### config.mk
export PLATFORM = sky130hd
export DESIGN_NAME = conv_job_sequencer
export DESIGN_NICKNAME = d
export VERILOG_FILES = /design/src/rtl/conv_job_sequencer.sv
export SDC_FILE = /design/constraint.sdc
export NUM_CORES = 1
export LEC_CHECK = 0
export BUFFER_PORTS_ARGS = -buffer_cell sky130_fd_sc_hd__clkbuf_2
export CORE_MARGIN = 4
export CORE_UTILIZATION = 41
export DETAILED_ROUTE_END_ITERATION = 8
export GPL_TIMING_DRIVEN = 0
export PLACE_DENSITY = 0.79
export REMOVE_ABC_BUFFERS = 1
export SLEW_MARGIN = 0
export SYNTH_ARGS = -nofsm -noshare
export SYNTH_HDL_FRONTEND = slang
export SYNTH_SLANG_ARGS = --single-unit
### constraint.sdc
create_clock -name clk -period 6.25 [get_ports clk]
set_clock_uncertainty 0.1 [all_clocks]
set_input_delay 0.625 -clock clk [delete_from_list [all_inputs] [get_ports clk]]
set_output_delay 0.625 -clock clk [all_outputs]
set_load 0.05 [all_outputs]
### src/rtl/conv_job_sequencer.sv
// conv_job_sequencer: sequences one convolution job at a time.
// Flow: load filter words, load tagged IF words, pulse start, drain results, pulse done.
//
// Ports
//   clk, rst                      clock, asynchronous active-high reset
//   job_valid/job_ready           job handshake; job_*_cnt captured on accept
//   src_filt_* / src_if_*         filter and IF word sources (valid/ready)
//   filter_wen/din/full           filter FIFO write port
//   if_wen/din/full               IF FIFO write port; din[IF_W+1]=first tag, din[IF_W]=last tag
//   start                         one-cycle datapath launch pulse
//   outbuf_ren/dout/empty         first-word-fall-through output FIFO read port
//   res_valid/data/ready          result sink
//   busy, done, err               status: busy when not idle, done pulse, sticky error
//
// Optional feature: define SEQ_TIMEOUT_EN to enable a DRAIN watchdog of TIMEOUT cycles
// that sets err and finishes the job. Without it err is tied to 0.
//
// Handshake strobes and data outputs are decoded combinationally from the
// registered state so that the source/sink handshakes add no latency.
module conv_job_sequencer #(
    parameter int unsigned IF_W    = 8,
    parameter int unsigned FILT_W  = 8,
    parameter int unsigned OUT_W   = 17,
    parameter int unsigned CNT_W   = 8,
    parameter int unsigned TIMEOUT = 1024
) (
    input  logic              clk,
    input  logic              rst,
    input  logic              job_valid,
    output logic              job_ready,
    input  logic [CNT_W-1:0]  job_filt_cnt,
    input  logic [CNT_W-1:0]  job_if_cnt,
    input  logic [CNT_W-1:0]  job_out_cnt,
    input  logic              src_filt_valid,
    input  logic [FILT_W-1:0] src_filt_data,
    output logic              src_filt_ready,
    input  logic              src_if_valid,
    input  logic [IF_W-1:0]   src_if_data,
    output logic              src_if_ready,
    output logic              filter_wen,
    output logic [FILT_W-1:0] filter_din,
    input  logic              filter_full,
    output logic              if_wen,
    output logic [IF_W+1:0]   if_din,
    input  logic              if_full,
    output logic              start,
    output logic              outbuf_ren,
    input  logic [OUT_W-1:0]  outbuf_dout,
    input  logic              outbuf_empty,
    output logic              res_valid,
    output logic [OUT_W-1:0]  res_data,
    input  logic              res_ready,
    output logic              busy,
    output logic              done,
    output logic              err
);

    typedef enum logic [2:0] {
        S_IDLE,
        S_LOAD_FILT,
        S_LOAD_IF,
        S_KICK,
        S_DRAIN,
        S_DONE
    } state_e;

    state_e           state_q, state_d;
    logic [CNT_W-1:0] cnt_q, cnt_d;
    logic [CNT_W-1:0] filt_cnt_q, filt_cnt_d;
    logic [CNT_W-1:0] if_cnt_q, if_cnt_d;
    logic [CNT_W-1:0] out_cnt_q, out_cnt_d;
    logic [CNT_W-1:0] cnt_inc;

`ifdef SEQ_TIMEOUT_EN
    localparam int unsigned WD_W = $clog2(TIMEOUT + 1);
    logic            err_q, err_d;
    logic [WD_W-1:0] wdog_q, wdog_d;
`else
    logic unused_timeout;
    assign unused_timeout = (TIMEOUT == 32'd0);
`endif

    // One shared phase counter; it restarts at 0 on every phase change.
    assign cnt_inc = cnt_q + CNT_W'(1);

    // State and counter registers.
    always_ff @(posedge clk or posedge rst) begin
        if (rst) begin
            state_q    <= S_IDLE;
            cnt_q      <= '0;
            filt_cnt_q <= '0;
            if_cnt_q   <= '0;
            out_cnt_q  <= '0;
`ifdef SEQ_TIMEOUT_EN
            err_q      <= 1'b0;
            wdog_q     <= '0;
`endif
        end else begin
            state_q    <= state_d;
            cnt_q      <= cnt_d;
            filt_cnt_q <= filt_cnt_d;
            if_cnt_q   <= if_cnt_d;
            out_cnt_q  <= out_cnt_d;
`ifdef SEQ_TIMEOUT_EN
            err_q      <= err_d;
            wdog_q     <= wdog_d;
`endif
        end
    end

    // Next-state, counter and output decode.
    always_comb begin
        state_d        = state_q;
        cnt_d          = cnt_q;
        filt_cnt_d     = filt_cnt_q;
        if_cnt_d       = if_cnt_q;
        out_cnt_d      = out_cnt_q;
`ifdef SEQ_TIMEOUT_EN
        err_d          = err_q;
        wdog_d         = '0;
        err            = err_q;
`else
        err            = 1'b0;
`endif
        job_ready      = 1'b0;
        src_filt_ready = 1'b0;
        src_if_ready   = 1'b0;
        filter_wen     = 1'b0;
        filter_din     = '0;
        if_wen         = 1'b0;
        if_din         = '0;
        start          = 1'b0;
        outbuf_ren     = 1'b0;
        res_valid      = 1'b0;
        res_data       = '0;
        done           = 1'b0;
        busy           = (state_q != S_IDLE);

        case (state_q)
            S_IDLE: begin
                job_ready = 1'b1;
                if (job_valid) begin
                    filt_cnt_d = job_filt_cnt;
                    if_cnt_d   = job_if_cnt;
                    out_cnt_d  = job_out_cnt;
                    cnt_d      = '0;
`ifdef SEQ_TIMEOUT_EN
                    err_d      = 1'b0;
`endif
                    if (job_filt_cnt != '0) begin
                        state_d = S_LOAD_FILT;
                    end else if (job_if_cnt != '0) begin
                        state_d = S_LOAD_IF;
                    end else begin
                        state_d = S_KICK;
                    end
                end
            end

            S_LOAD_FILT: begin
                src_filt_ready = ~filter_full;
                filter_wen     = src_filt_valid & ~filter_full;
                filter_din     = src_filt_data;
                if (filter_wen) begin
                    if (cnt_inc == filt_cnt_q) begin
                        cnt_d   = '0;
                        state_d = (if_cnt_q != '0) ? S_LOAD_IF : S_KICK;
                    end else begin
                        cnt_d = cnt_inc;
                    end
                end
            end

            S_LOAD_IF: begin
                src_if_ready = ~if_full;
                if_wen       = src_if_valid & ~if_full;
                // Tags: first on index 0, last on index count-1 (both for a 1-word job).
                if_din       = {(cnt_q == '0), (cnt_inc == if_cnt_q), src_if_data};
                if (if_wen) begin
                    if (cnt_inc == if_cnt_q) begin
                        cnt_d   = '0;
                        state_d = S_KICK;
                    end else begin
                        cnt_d = cnt_inc;
                    end
                end
            end

            S_KICK: begin
                start   = 1'b1;
                state_d = (out_cnt_q != '0) ? S_DRAIN : S_DONE;
            end

            S_DRAIN: begin
                res_valid  = ~outbuf_empty;
                res_data   = outbuf_dout;
                outbuf_ren = res_valid & res_ready;
                if (outbuf_ren) begin
                    if (cnt_inc == out_cnt_q) begin
                        cnt_d   = '0;
                        state_d = S_DONE;
                    end else begin
                        cnt_d = cnt_inc;
                    end
                end
`ifdef SEQ_TIMEOUT_EN
                // Watchdog restarts on every transfer; expiry abandons the drain.
                else if (wdog_q == WD_W'(TIMEOUT - 1)) begin
                    err_d   = 1'b1;
                    cnt_d   = '0;
                    state_d = S_DONE;
                end else begin
                    wdog_d = wdog_q + WD_W'(1);
                end
`endif
            end

            S_DONE: begin
                done    = 1'b1;
                state_d = S_IDLE;
            end

            default: state_d = S_IDLE;
        endcase
    end

endmodule
# [Word level (Yosys, flattened, before mapping)]
# Cells that the tools add are included.
[totals] output_inout_bits=46 inputBits=66 wordCells=70 reg_bits=35
[op_classes] addsub=1 n_eq_ne=15 n_reduce_logical=11 bitwise_logic=6 muxes=32
[ops] cell="8-bit 2-to-1 mux" count=8
[ops] cell="8-bit case mux with 4 select lines" count=1
[ops] cell="8-bit nonzero test" count=4
[ops] cell="8-bit == test" count=3
[ops] cell="3-bit 2-to-1 mux" count=7
[ops] cell="17-bit 2-to-1 mux" count=1
[ops] cell="3-bit case mux with 5 select lines" count=1
[ops] cell="2-bit != test, second input constant" count=7
[ops] cell="1-bit 2-to-1 mux" count=12
[ops] cell="10-bit 2-to-1 mux" count=1
[ops] cell="8-bit by 1-bit adder with 8-bit output, second input constant" count=1
[ops] cell="8-bit zero test" count=1
[ops] cell="7-bit AND reduction" count=1
[ops] cell="3-bit by 2-bit == test with 1-bit output, second input constant" count=2
[ops] cell="3-bit == test, second input constant" count=2
[ops] cell="5-bit AND reduction" count=1
[ops] cell="4-bit nonzero test" count=1
[ops] cell="1-bit bitwise AND" count=3
[ops] cell="3-bit by 1-bit == test with 1-bit output, second input constant" count=1
[ops] cell="3-bit zero test" count=1
[ops] cell="1-bit inverter" count=3
[ops] cell="3-bit nonzero test" count=1
[ops] cell="2-bit 2-to-1 mux" count=1
[ops] cell="2-bit AND reduction" count=1

# [Longest topological paths before layout]
# Gate-level depths: netlist of run 1.
[logic_depth] word_depth=5 ltp_mapped=11 depth_no_buf=10

# [Worst setup path before layout of run 1]
# Ideal clock, no wire load.
[synth_path] path_kind="register to output" startpoint="register cnt_q[1]" endpoint="output port if_din[8]" path_stages_with_launch=7 n_path_buf=0 path_slack_ns=2.605 arrival_ns=2.920 required_time_ns=5.525 cell_sequence="dfrtp_1 > ha_1 > and3_1 > xnor2_1 > xnor2_1 > nand3_1 > nor4_1"
[synth_between] elab_chain_cells=3
[synth_lines] item="start, declared" line_no="68" source="logic [CNT_W-1:0] cnt_q, cnt_d;"
[synth_lines] item="start signal, assigned" line_no="100" source="cnt_q <= cnt_d;"
[synth_lines] item="8-bit by 1-bit adder with 8-bit output" line_no="84" source="assign cnt_inc = cnt_q + CNT_W'(1);"
[synth_lines] item="8-bit == test" line_no="178" source="if_din = {(cnt_q == '0), (cnt_inc == if_cnt_q), src_if_data};"
[synth_lines] item="10-bit 2-to-1 mux" line_no="139" source="case (state_q)"
[synth_lines] item="end, declared" line_no="44" source="output logic [IF_W+1:0] if_din,"
# No other way between the ends.

# [Worst setup path after layout of run 1]
[layout_path] startpoint="register cnt_q[0]" endpoint="output port if_din[8]"
# The elaborated chain is that of the path after synthesis.

==> results of run 1 <==
## flip-flops by register name, indices dropped and copies added (netlist names)
register and count:
filt_cnt_q 8, cnt_q 8, state_q 3, if_cnt_q 8, out_cnt_q 8
## where the power goes
group	switching [uW]	total, uW	leakage, uW	internal, uW
Sequential	118	435	0.000431	317
Clock	76.9	163	0.0000470	86.4
Combinational	273	532	0.00117	259
Total	468	1130	0.00165	663
## kinds of logic (layout without fill, tap and decap cells)
logic type | Yosys count | in the layout | synth area share [%]
simple gates | 116 | 116 | 25.55
compound gates | 40 | 40 | 10.53
flops | 35 | 35 | 34.13
buf+inv | 32 | 130 | 5.412
xor+xnor | 27 | 27 | 12.43
mux | 25 | 25 | 10.82
fa+ha+maj | 2 | 2 | 0.9750
other cells | 1 | 1 | 0.1461
## worst min-delay path by stage
stage | startpoint | to | cells after the start
CTS | filt_cnt_q[6] | filt_cnt_q[6] | 1
detailed placement | filt_cnt_q[6] | filt_cnt_q[6] | 1
global placement | filt_cnt_q[6] | filt_cnt_q[6] | 1
global route | rst | filt_cnt_q[0] | 2
finish | rst | filt_cnt_q[0] | 2
floorplan | filt_cnt_q[6] | filt_cnt_q[6] | 1
## area by class of cell
type | count | area [sq um] | share of cell area [%]
sequential | 35 | 875.8 | 27.26
clock buffer | 6 | 82.58 | 2.570
tap | 75 | 93.84 | 2.921
clock inverter | 1 | 5.005 | 0.1558
inverter | 13 | 48.80 | 1.519
multi-input combinational | 211 | 1556 | 48.44
timing repair buffer | 110 | 550.5 | 17.13
## critical path, cell delays in order, from the launching register on
cell and delay [ns]:
dfrtp_1 0.65, ha_1 0.37, nand3_1 0.20, nor2_1 0.38
xnor2_1 0.17, nand3_1 0.12, nor4_1 0.39, clkbuf_2 0.36
## per-stage QoR
step / hold slack (ns) / instances / setup WS, ns / util, % / area [sq um]
CTS: 0.4227 / 451 / 2.622 / 53.55 / 3208
floorplan: 0.3826 / 259 / 2.504 / - / 2476
detailed placement: 0.4073 / 444 / 2.953 / 52.09 / 3120
finish: 0.3338 / 451 / 2.614 / 53.63 / 3213
global route: 0.4155 / 451 / 2.393 / 53.63 / 3213
global placement: 0.4016 / 444 / 3.023 / 52.09 / 3120
## layout by cell type, fill, tap and decap left out, types with 10 or more instances in the layout
cell type / netlist / routed
dfrtp_1: 35 / 35
clkbuf_2: 1 / 110
xnor2_1: 12 / 12
nand3_1: 13 / 13
nor4_1: 10 / 10
a21oi_1: 10 / 10
mux2_2: 22 / 22
nor2_1: 11 / 11
and3_1: 10 / 10
inv_1: 13 / 12
and2_1: 28 / 28
nand2_1: 17 / 17
## metal layers
| metal | up-vias | wire [microns] | GRT usage [%] |
|---|---|---|---|
| met3 | 10 | 349 | 3.595 |
| met5 | - | 0 | 0 |
| li1 | 1168 | - | - |
| met2 | 74 | 3398 | 30.02 |
| met4 | 0 | 80 | 5.021 |
| met1 | 1112 | 3080 | 26.86 |
==> impl_metrics.env, run 1 <==
export IMPL_synth_top_flop_cell="dfrtp_1"
export IMPL_synth_top_area_share_pct=34.13
export IMPL_vias=2364
export IMPL_cts_sinks=35
export IMPL_synth_cell_types=46
export IMPL_num_rows=28
export IMPL_viasPerCell=5.242
export IMPL_cts_buffers=5
export IMPL_synth_most_common_cell="dfrtp_1"
export IMPL_synth_seq_cells=35
export IMPL_rr_endpoint="cnt_q[4]"
export IMPL_synth_area_sq_um=2566
export IMPL_p_total_uw=1131
export IMPL_path_max_fanout=12
export IMPL_rsz0062_at_grt="false"
export IMPL_critical_path_startpoint="cnt_q[0]"
export IMPL_ir_worst_vdd_uv=256.2
export IMPL_post_cts_buffers=0
export IMPL_start_util_pct=42.84
export IMPL_fin_crit_sh_pct=58.18
export IMPL_rrSetupSlack_ns=2.94
export IMPL_ant_nets=0
export IMPL_setup_tns_ns=0
export IMPL_port_buffer_count=110
export IMPL_netlist_top_cells_count="dfrtp_1 (35), and2_1 (28), mux2_2 (22)"
export IMPL_r2r_cells=9
export IMPL_synth_area_top_cells="dfrtp_1 (34%), mux2_2 (9.7%), and2_1 (6.8%)"
export IMPL_drive_above_1_share_pct=38.03
export IMPL_critPathCaptureType="primary output"
export IMPL_fmax_mhz=275.0
export IMPL_grt_max_degree=36
export IMPL_die_y_microns=87.12
export IMPL_synth_area_leader_cell="dfrtp_1"
export IMPL_path_clk_slew_ns=0.07
export IMPL_slew_headroom_pct=25.23
export IMPL_dieArea_sq_um=7589
export IMPL_arrival_ns=2.91
export IMPL_area_growth_syn_to_layout_pct=25.21
export IMPL_grt_pass1_wl_mm=11.42
export IMPL_crit_type="reg2out"
export IMPL_cts_resized=0
export IMPL_seq_area_frac_synth_pct=34.13
export IMPL_fin_nets=444
export IMPL_synth_area_per_cell_sq_um=9.231
export IMPL_synth_edff_count=0
export IMPL_pin_count=112
export IMPL_first_pass_iters=4
export IMPL_slew_viol_final=0
export IMPL_cp_required_ns=5.52
export IMPL_clockRootBuffer="clkbuf_8"
export IMPL_async_reset_ff_share_pct=100.0
export IMPL_h_tree_depth=2
export IMPL_r2r_start="cnt_q[0]"
export IMPL_drt_initial_drc_count=185
export IMPL_antenna_found_initial=0
export IMPL_ys_warnings_count=0
export IMPL_gp_congestion=0.8975
export IMPL_setup_violations_final=0
export IMPL_hpwl_mm=5.559
export IMPL_tightestPinTransition_ns=1.119
export IMPL_timing_max_cap_violations=0
export IMPL_nFillCells=573
export IMPL_grt_pass1_vias=2285
export IMPL_syn_instance_count=278
export IMPL_hold_violations=0
export IMPL_core_area_sq_um=5991
export IMPL_start_kind="flop"
export IMPL_power_leakage_uw=0.001653
export IMPL_post_route_drc_count=0
export IMPL_clock_latency_ns=0.28
export IMPL_num_antenna_cells=0
export IMPL_min_path_type="in2async"
export IMPL_grt_total_usage_pct=19.03
export IMPL_worstSetupEndpoint="if_din[8]"
export IMPL_ctsHoldBuffers=0
export IMPL_wl_per_cell_microns=15.32
export IMPL_status="finished clean"
export IMPL_wirelength_mm=6.908
export IMPL_p_per_area_nw_per_um2=351.9
export IMPL_clock_path_buffers=2
export IMPL_grt_overflow=0
export IMPL_cts_tree="built"
export IMPL_die_w_microns=87.12
export IMPL_final_min_clock_period_ns=3.636
Note: power is estimated with default switching activity, not from simulation.
==> run 2, diff against run 1 <==
- PLACE_DENSITY: 0.79 -> 0.81
- clock period: 6.25 -> 3.1 ns (I/O delays scaled with it)
==> run 2 against run 1 <==
Critical path type is now reg2reg. Cell count up 0.44%. Core utilization up 0.90 points. Flip-flop and latch count unchanged. Largest cell class unchanged. Clock power up 96%. Combinational power up 110%. Highest routed layer unchanged. Worst hold slack worse by 0.31 ns.
==> impl_metrics.env, run 2 (synthesis gave the netlist of run 1 again) <==
export IMPL_ant_nets=0
export IMPL_ctsHoldBuffers=0
export IMPL_tightestPinTransition_ns=1.159
export IMPL_setup_violations_final=0
export IMPL_place_ws_ns=-0.1351
export IMPL_cts_sinks=35
export IMPL_power_leakage_uw=0.001650
export IMPL_grt_pass1_vias=2323
export IMPL_die_y_microns=87.12
export IMPL_wl_per_cell_microns=15.95
export IMPL_dieArea_sq_um=7589
export IMPL_drive_above_1_share_pct=40.21
export IMPL_post_route_drc_count=0
export IMPL_hold_violations=0
export IMPL_timing_max_cap_violations=0
export IMPL_path_max_fanout=8
export IMPL_drt_initial_drc_count=197
export IMPL_placed_area_sq_um=3120
export IMPL_fmax_mhz=338.7
export IMPL_fin_nets=445
export IMPL_port_buffer_count=110
export IMPL_antenna_found_initial=0
export IMPL_area_growth_syn_to_layout_pct=27.30
export IMPL_grt_pass1_wl_mm=11.51
export IMPL_nFillCells=545
export IMPL_p_per_area_nw_per_um2=705.3
export IMPL_slew_headroom_pct=22.56
export IMPL_clock_latency_ns=0.29
export IMPL_crit_type="reg2reg"
export IMPL_clockRootBuffer="clkbuf_8"
export IMPL_layout_cells_most_common="clkbuf_2"
export IMPL_ir_worst_vdd_uv=454.0
export IMPL_clock_path_buffers=2
export IMPL_fin_crit_sh_pct=95.24
export IMPL_slew_viol_final=0
export IMPL_start_util_pct=42.84
export IMPL_grt_total_usage_pct=19.42
export IMPL_num_antenna_cells=0
export IMPL_fin_area_sq_um=3267
export IMPL_viasPerCell=5.320
export IMPL_cp_required_ns=3.18
export IMPL_rsz0062_at_grt="false"
export IMPL_path_clk_slew_ns=0.07
export IMPL_h_tree_depth=2
export IMPL_gp_congestion=0.8745
export IMPL_first_pass_iters=4
export IMPL_cts_buffers=5
export IMPL_start_kind="flop"
export IMPL_critPathCaptureType="flop"
export IMPL_cts_tree="built"
export IMPL_num_rows=28
export IMPL_final_min_clock_period_ns=2.952
export IMPL_p_total_uw=2304
export IMPL_setup_slack_ns=0.1476
export IMPL_grt_max_degree=36
export IMPL_hpwl_mm=5.701
export IMPL_pin_count=112
export IMPL_die_w_microns=87.12
export IMPL_hold_ws_ns=0.02867
export IMPL_min_path_type="in2async"
export IMPL_vias=2410
export IMPL_core_area_sq_um=5991
export IMPL_final_cell_mix="clkbuf_2 (109), dfrtp_1 (33), and2_1 (28)"
export IMPL_wirelength_mm=7.227
export IMPL_status="finished clean"
export IMPL_grt_overflow=0
export IMPL_arrival_ns=3.03
-- run 2: cell types whose count changed in the layout (fill, tap and decap cells not counted), moves of 2 or more --
| cell | delta |
|---|---|
| clkbuf_1 | +2 |
| dfrtp_1 | -2 |
| dfrtp_2 | +2 |
| nor4_1 | -2 |
| nor4_2 | +2 |
-- run 2: per-layer routing --
metal | track usage [%] | wire (microns)
met1 | 26.73 | 3118
met5 | 0 | 0
met3 | 3.690 | 393
met2 | 30.43 | 3561
met4 | 7.113 | 153
-- run 2: layout make-up --
cell class	count	area, sq um	share of cell area, %
well taps	75	93.84	2.872
repair buffers	111	560.5	17.16
clock inverters	1	5.005	0.1532
inverters	13	48.80	1.494
clock buffers	7	76.32	2.336
multi-input cells	211	1604	49.10
flip-flops and latches	35	878.3	26.89
-- run 2: metrics by stage --
step | TNS [ns] | instances | util (%)
CTS | 0 | 452 | 53.80
global placement | -0.1013 | 444 | 52.09
detailed placement | -0.2186 | 444 | 52.09
global route | 0 | 453 | 54.53
finish | 0 | 453 | 54.53
floorplan | -0.3314 | 259 | -
-- run 2: power by group --
part,internal [uW],switching [uW]
clock network,158,163
registers,641,226
logic,540,577
total,1340,965
-- run 2: worst max-delay path, cell delays in order (launching register included) --
cell     delay (ns)
dfrtp_1        0.50
ha_2           0.33
nand3_1        0.24
nor2_4         0.25
xnor2_1        0.14
nand3_1        0.13
o31a_1         0.36
o31a_1         0.38
and3_1         0.20
a211o_1        0.22
-- run 2: path summary, 6_finish.rpt --
path,end,slack (ns),depth (start not counted),from
min in group clk,out_cnt_q[6],0.14,3,job_out_cnt[6]
hold / removal,out_cnt_q[4],0.03,2,rst
max in group asynchronous,cnt_q[3],2.35,2,rst
setup / recovery,cnt_q[4],0.15,9,cnt_q[1]
setup reg to reg,cnt_q[4],0.15,9,cnt_q[1]
hold reg to reg,filt_cnt_q[6],0.42,1,filt_cnt_q[6]
-- run 2: repair_timing --
item / CTS / global route
hold endpoints to repair: 0 / 0
buffers inserted: 0 / 1
endpoints found under the setup margin: 6 / 7
resized for setup: 5 / 7
